**config.mk**
```make
export PLATFORM = sky130hd
export DESIGN_NAME = alt_vipvfr130_vfr_read_burst_scheduler
export DESIGN_NICKNAME = d
export VERILOG_FILES = /design/src/rtl/alt_vipvfr130_vfr_pkg.sv /design/src/rtl/alt_vipvfr130_vfr_credit_counter.sv /design/src/rtl/alt_vipvfr130_vfr_read_burst_scheduler.sv
export SDC_FILE = /design/constraint.sdc
export NUM_CORES = 1
export LEC_CHECK = 0
export ABC_AREA = 1
export CORE_MARGIN = 1
export CORE_UTILIZATION = 40
export CTS_BUF_LIST = sky130_fd_sc_hd__clkbuf_8
export CTS_CLUSTER_SIZE = 25
export DETAILED_ROUTE_END_ITERATION = 7
export GPL_TIMING_DRIVEN = 0
export SETUP_SLACK_MARGIN = 0.5
export SYNTH_ARGS = -nofsm -noshare
export SYNTH_HDL_FRONTEND = slang
export SYNTH_SLANG_ARGS = --single-unit
```
**constraint.sdc**
```tcl
create_clock -name clock -period 5.3 [get_ports clock]
set_clock_uncertainty 0.1 [all_clocks]
set_input_delay 0.53 -clock clock [delete_from_list [all_inputs] [get_ports clock]]
set_output_delay 0.53 -clock clock [all_outputs]
set_load 0.02 [all_outputs]
```
**src/rtl/alt_vipvfr130_vfr_pkg.sv**
```systemverilog
// Shared types and helpers for the VFR read burst scheduler: FSM states,
// the frame descriptor and the width/size helpers used by top and counter.
package alt_vipvfr130_vfr_pkg;

    localparam int VFR_ADDR_W = 32;
    localparam int VFR_LINE_W = 16;

    typedef enum logic [1:0] {
        IDLE  = 2'd0,
        ISSUE = 2'd1,
        DRAIN = 2'd2,
        DONE  = 2'd3
    } vfr_state_e;

    typedef struct packed {
        logic [VFR_ADDR_W-1:0] base_addr;
        logic [VFR_LINE_W-1:0] words_per_line;
        logic [VFR_LINE_W-1:0] lines;
        logic [VFR_ADDR_W-1:0] line_stride;
    } vfr_desc_t;

    function automatic int bytes_per_word(input int data_width);
        return data_width / 8;
    endfunction

    // One extra bit so a completely full FIFO (outstanding == depth) is representable.
    function automatic int credit_w(input int fifo_depth);
        return $clog2(fifo_depth) + 1;
    endfunction

endpackage

```
**src/rtl/alt_vipvfr130_vfr_credit_counter.sv**
```systemverilog
// Tracks words requested from the master but not yet consumed downstream,
// and answers whether a candidate burst still fits in the read FIFO.
module alt_vipvfr130_vfr_credit_counter
    import alt_vipvfr130_vfr_pkg::*;
#(
    parameter int LEN_WIDTH       = 11,
    parameter int READ_FIFO_DEPTH = 64
) (
    input  logic                 clock,
    input  logic                 reset,
    input  logic                 accept,
    input  logic [LEN_WIDTH-1:0] accept_len,
    input  logic                 consume,
    input  logic [LEN_WIDTH-1:0] req_len,
    output logic                 credit_ok,
    output logic                 drained_next
);

    localparam int CW = credit_w(READ_FIFO_DEPTH);
    localparam int NW = CW + LEN_WIDTH;

    logic [CW-1:0] outstanding;
    logic [CW-1:0] out_next;
    logic [NW-1:0] need;

    // Credit is judged against the value the counter will hold when the
    // candidate command becomes visible, so back-to-back bursts stay safe.
    always_comb begin
        out_next = outstanding;
        if (accept)
            out_next = out_next + CW'(accept_len);
        if (consume && (outstanding != '0))
            out_next = out_next - CW'(1);
        need         = NW'(out_next) + NW'(req_len);
        credit_ok    = (need <= NW'(READ_FIFO_DEPTH));
        drained_next = (out_next == '0);
    end

    always_ff @(posedge clock or negedge reset) begin
        if (!reset)
            outstanding <= '0;
        else
            outstanding <= out_next;
    end

endmodule

```
**src/rtl/alt_vipvfr130_vfr_read_burst_scheduler.sv**
```systemverilog
// Splits a latched frame descriptor into line-bounded read bursts for the
// Avalon-MM bursting master, gated by read-FIFO credit.
module alt_vipvfr130_vfr_read_burst_scheduler
    import alt_vipvfr130_vfr_pkg::*;
#(
    parameter int ADDR_WIDTH      = 32,
    parameter int DATA_WIDTH      = 32,
    parameter int LEN_WIDTH       = 11,
    parameter int MAX_BURST       = 32,
    parameter int READ_FIFO_DEPTH = 64,
    parameter int LINE_WIDTH      = 16
) (
    input  logic                  clock,
    input  logic                  reset,
    input  logic                  start,
    input  logic [ADDR_WIDTH-1:0] cfg_base_addr,
    input  logic [LINE_WIDTH-1:0] cfg_words_per_line,
    input  logic [LINE_WIDTH-1:0] cfg_lines,
    input  logic [ADDR_WIDTH-1:0] cfg_line_stride,
    output logic                  busy,
    output logic                  done,
    output logic [ADDR_WIDTH-1:0] addr,
    output logic                  command,
    output logic                  is_burst,
    output logic                  is_write_not_read,
    output logic [LEN_WIDTH-1:0]  burst_length,
    input  logic                  stall,
    input  logic                  word_consumed
);

    localparam int BPW = bytes_per_word(DATA_WIDTH);

    vfr_state_e            state, state_nxt;
    vfr_desc_t             cfg;
    logic [LINE_WIDTH-1:0] wpl_q, words_left, lines_left;
    logic [LINE_WIDTH-1:0] words_left_post, lines_left_post;
    logic [ADDR_WIDTH-1:0] stride_q, line_addr, cur_addr;
    logic [ADDR_WIDTH-1:0] line_addr_post, cur_addr_post;
    logic [LEN_WIDTH-1:0]  len_post;
    logic                  accept, frame_end, credit_ok, drained_next;
    logic                  cmd_nxt, load;

    // Descriptor is carried at package widths; top parameters default to them.
    assign cfg = '{
        base_addr:      VFR_ADDR_W'(cfg_base_addr),
        words_per_line: VFR_LINE_W'(cfg_words_per_line),
        lines:          VFR_LINE_W'(cfg_lines),
        line_stride:    VFR_ADDR_W'(cfg_line_stride)
    };

    assign accept            = command & ~stall;
    assign busy              = (state != IDLE);
    assign done              = (state == DONE);
    assign is_burst          = 1'b1;
    assign is_write_not_read = 1'b0;

    // Position after the burst currently on the bus (if accepted this cycle);
    // the next burst length is derived from it so bursts can go back to back.
    always_comb begin
        words_left_post = words_left;
        lines_left_post = lines_left;
        cur_addr_post   = cur_addr;
        line_addr_post  = line_addr;
        frame_end       = 1'b0;
        if (accept) begin
            words_left_post = words_left - LINE_WIDTH'(burst_length);
            cur_addr_post   = cur_addr + ADDR_WIDTH'(burst_length) * ADDR_WIDTH'(BPW);
            if (words_left_post == '0) begin
                lines_left_post = lines_left - LINE_WIDTH'(1);
                if (lines_left_post == '0) begin
                    frame_end = 1'b1;
                end else begin
                    line_addr_post  = line_addr + stride_q;
                    cur_addr_post   = line_addr + stride_q;
                    words_left_post = wpl_q;
                end
            end
        end
        if (words_left_post > LINE_WIDTH'(MAX_BURST))
            len_post = LEN_WIDTH'(MAX_BURST);
        else
            len_post = LEN_WIDTH'(words_left_post);
    end

    alt_vipvfr130_vfr_credit_counter #(
        .LEN_WIDTH       (LEN_WIDTH),
        .READ_FIFO_DEPTH (READ_FIFO_DEPTH)
    ) u_credit (
        .clock        (clock),
        .reset        (reset),
        .accept       (accept),
        .accept_len   (burst_length),
        .consume      (word_consumed),
        .req_len      (len_post),
        .credit_ok    (credit_ok),
        .drained_next (drained_next)
    );

    always_ff @(posedge clock or negedge reset) begin
        if (!reset)
            state <= IDLE;
        else
            state <= state_nxt;
    end

    always_comb begin
        state_nxt = state;
        cmd_nxt   = 1'b0;
        load      = 1'b0;
        case (state)
            IDLE: begin
                if (start) begin
                    load = 1'b1;
                    if ((cfg.words_per_line == '0) || (cfg.lines == '0))
                        state_nxt = DONE;
                    else
                        state_nxt = ISSUE;
                end
            end
            ISSUE: begin
                if (frame_end)
                    state_nxt = DRAIN;
                else if (command && stall)
                    cmd_nxt = 1'b1;
                else
                    cmd_nxt = credit_ok;
            end
            DRAIN: begin
                if (drained_next)
                    state_nxt = DONE;
            end
            DONE: begin
                state_nxt = IDLE;
            end
            default: begin
                state_nxt = IDLE;
            end
        endcase
    end

    always_ff @(posedge clock or negedge reset) begin
        if (!reset) begin
            command      <= 1'b0;
            addr         <= '0;
            burst_length <= '0;
            wpl_q        <= '0;
            stride_q     <= '0;
            line_addr    <= '0;
            cur_addr     <= '0;
            words_left   <= '0;
            lines_left   <= '0;
        end else begin
            command <= cmd_nxt;
            // While stalled the post values equal the held ones, so this is stable.
            if (cmd_nxt) begin
                addr         <= cur_addr_post;
                burst_length <= len_post;
            end
            if (load) begin
                wpl_q      <= LINE_WIDTH'(cfg.words_per_line);
                stride_q   <= ADDR_WIDTH'(cfg.line_stride);
                line_addr  <= ADDR_WIDTH'(cfg.base_addr);
                cur_addr   <= ADDR_WIDTH'(cfg.base_addr);
                words_left <= LINE_WIDTH'(cfg.words_per_line);
                lines_left <= LINE_WIDTH'(cfg.lines);
            end else begin
                line_addr  <= line_addr_post;
                cur_addr   <= cur_addr_post;
                words_left <= words_left_post;
                lines_left <= lines_left_post;
            end
        end
    end

endmodule

```
==> flow_summary_export.csv <==
group,metric,value,unit
pwr,power.density_cell_area,628,nW/um^2
clocking,cts_made_buffers,17,
global_route,via_count_of_the_first_global_routing_pass,13200,
cells_and_area,final_area,17200,um^2
routing,detailed_route_via_count,13500,
cells_and_area,design.final.nets,2317,
floorplan,die_extent_in_y,186,um
critical_path,rr_endpoint,"burst_length[1]",
pwr,ir_worst_vdd,0.000215,V
global_route,maximum_number_of_pins_on_one_net_before_global_route_repair,104,
clocking,worst_skew_pair.late_latency,490,ps
routing,detailedRoute.firstIterationViolations,950,
placed_design,worst_setup_slack_post_dpl,-531,ps
placed_design,dp_hpwl,35100,um
floorplan,floorplan.die_area,34600,um^2
status,status,"finished, violations left",
clocking,tritoncts,"done",
critical_path,critical_path.startpoint,"burst_length[0]",
sta,final_hold_viol_count,8,
floorplan,die_x,186,um
sta,unrepaired_setup_endpoints_after_global_routing,"true",
clocking,htree_levels,4,
global_route,grt-ovfl-total,0,
global_route,grt_pass1_wl,71800,um
clocking,hold_buffers,0,
critical_path,crit_path_start_kind,"flip-flop",
global_route,grt_util_all_layers,27.4,%
critical_path,r2r_slack,250,ps
cells_and_area,layoutNonFillerInstCount,2597,
cells_and_area,area.sequential,4940,um^2
critical_path,critPathMostFrequentCell,"sky130_fd_sc_hd__nand2_2",
clocking,cts_root_buffer,"sky130_fd_sc_hd__clkbuf_8",
cells_and_area,nFillCells,3298,
global_route,antenna_found_initial,0,
synthesis,synth_edf_count,0,
placed_design,place_area,15600,um^2
cells_and_area,final_layout_size_suffix_gt1_share,13.6,%
floorplan,floorplan.io_pins,149,
flow_run,drv_cap,0,
synthesis,netlist_instances,1915,
cells_and_area,layout.cells.most_common,"sky130_fd_sc_hd__nand2_1",
synthesis,mean_instance_size_in_the_synthesized_netlist,7.07,um^2
synthesis,synth-warning-count,0,
synthesis,yosys.cell_types.count,52,
critical_path,worstSetupEndpointType,"flip-flop",
sta,worst-slew-pin-transition,834,ps
routing,drt_first_pass_iters,5,
critical_path,endpoint,"burst_length[1]",
clocking,cts.clk_slew.worst_paths,110,ps
cells_and_area,area.growth.synth_to_final,26.8,%
placed_design,post_place_cells,2511,
critical_path,timing.reg2reg.worst_path_depth,38,
placed_design,i_o_buffers,146,
floorplan,fp.coreArea,33400,um^2
synthesis,postSynthRegisterBits,197,
floorplan,rows,67,
routing,drc_errors,0,
critical_path,crit-reg2reg-launch,"burst_length[0]",
routing,avgRoutedWirePerCell,17.8,um
sta,slew_headroom,43.8,%
critical_path,critical_path.slowest_cell,"sky130_fd_sc_hd__dfrtp_2",
critical_path,critPathRequiredTime,5630,ps
critical_path,cp_data_arrival_time,5390,ps
sta,fin_crit_sh,95.4,%
status,violations,"hold timing",
synthesis,ys_async_sr_fraction,100,%
critical_path,timing.critical_path.fanout_max,7,
clocking,numClockSinks,197,
synthesis,post_synth_instance_area,13500,um^2
critical_path,worst_path_largest_cell_delay,450,ps
synthesis,synth_ff_type,"sky130_fd_sc_hd__dfrtp_1",
sta,min_period,5050,ps
routing,totalWireLength,46200,um
placed_design,gp_routability_congestion,0.929,
clocking,clock_tree_buffer_depth,2,
sta,finalMaxSlewViolations,0,
hold_path,worst_hold_path_type,"input pin to asynchronous set/reset pin",
sta,report.final.setup_viol,0,
pwr,p_leak,0.00861,uW
routing,routed_via_density,5.21,
routing,antenna_left,0,
critical_path,critPathKind,"flip-flop to flip-flop",
cells_and_area,multiInputGateArea,8180,um^2
sta,worst_case_hold_slack,-15.1,ps
cells_and_area,mostFrequentLayoutCells,"697 x sky130_fd_sc_hd__nand2_1, 190 x sky130_fd_sc_hd__dfrtp_1, 173 x sky130_fd_sc_hd__inv_1",
sta,maxClockFrequency,198,MHz
floorplan,floorplan.initialDensity,40.5,%
sta,timing.final.ws_setup,246,ps
synthesis,seq_area_frac_synth,36.4,%
cells_and_area,antenna_cells,0,
==> cell usage after synthesis (all sizes together), types with 7 or more instances <==
master / instances / area share, %
nor4: 12 / 0.55
o221ai: 16 / 1.0
dfrtp: 197 / 36
nor3: 23 / 0.89
xnor2: 16 / 1.0
o21bai: 7 / 0.39
buf: 26 / 1.3
nor2: 138 / 4.6
xor2: 46 / 3.1
inv: 191 / 5.3
a21o: 10 / 0.55
a22oi: 8 / 0.44
o211ai: 27 / 1.5
a31oi: 9 / 0.42
a21oi: 75 / 2.8
clkbuf: 27 / 0.75
nand4: 21 / 0.97
nand3: 87 / 3.5
nand2: 777 / 22
o22ai: 8 / 0.37
o21ai: 88 / 3.3
ha: 74 / 6.8
==> cells by family after synthesis <==
group / after synthesis / synth area share [%]
buf+inv: 245 / 7.37
compound gates: 260 / 11.5
fa+ha+maj: 79 / 7.58
flops: 197 / 36.4
xor+xnor: 62 / 4.15
other cells: 2 / 0.0555
simple gates: 1070 / 32.9
==> flip-flops by register name (all words and copies together), names as in the netlist <==
name,count
command,1
words_left,16
addr,32
burst_length,11
lines_left,16
cur_addr,32
stride_q,32
state,2
wpl_q,16
line_addr,32
u_credit.outstanding,7
==> power by group <==
group / switching, uW / total [uW] / internal [uW]
sequential: 541 / 2720 / 2180
combinational: 4400 / 7060 / 2650
clock: 569 / 1010 / 443
==> worst min path at each step <==
stage	start	endpoint	slack, ps	depth (start not counted)
after floorplan	reset	addr[0]	130	0
after global placement	wpl_q[3]	wpl_q[3]	360	2
after detailed placement	wpl_q[3]	wpl_q[3]	370	2
after CTS	reset	burst_length[8]	10	1
after global routing	reset	u_credit.outstanding[3]	40	1
final	reset	burst_length[8]	-20	1
==> critical path, delay by kind of cell (launching register included) <==
family	cells	cell delay [ps]
AND/OR/NAND/NOR	25	2320
AO/OA/AOI/OAI	4	510
flip-flops	1	450
adder cells (fa/ha/maj)	4	950
buffers and inverters	5	660
==> timing repair <==
action / in CTS / in global routing
endpoints found under the setup margin: 44 / 44
pin swaps: 39 / 36
buffers inserted: 46 / 4
gates cloned: 3 / 2
resized for setup: 105 / 81
==> per-layer routing <==
metal | global-route usage (%) | share of wire, %
met1 | 37.9 | 46
met2 | 43.5 | 46
met3 | 3.48 | 5.4
met4 | 10.5 | 3.5
met5 | 0 | 0
==> final cells by class <==
type / instances / share of cell area [%]
clock inverters: 12 / 0.765
flip-flops and latches: 197 / 28.8
well taps: 448 / 3.26
inverters: 192 / 4.26
multi-input cells: 1474 / 47.6
plain buffers: 53 / 2.00
repair buffers: 202 / 11.8
clock buffers: 19 / 1.52
==> through the flow <==
step | total power [uW] | TNS [ps] | utilization, %
after floorplan | 6840 | 0 | -
after global placement | 8620 | -1035910 | 46.6
after detailed placement | 8690 | -21130 | 46.7
after CTS | 10300 | 0 | 50.2
after global routing | 11700 | -54.5 | 51.3
final | 10800 | 0 | 51.3
(Power assumes the default switching activity.)
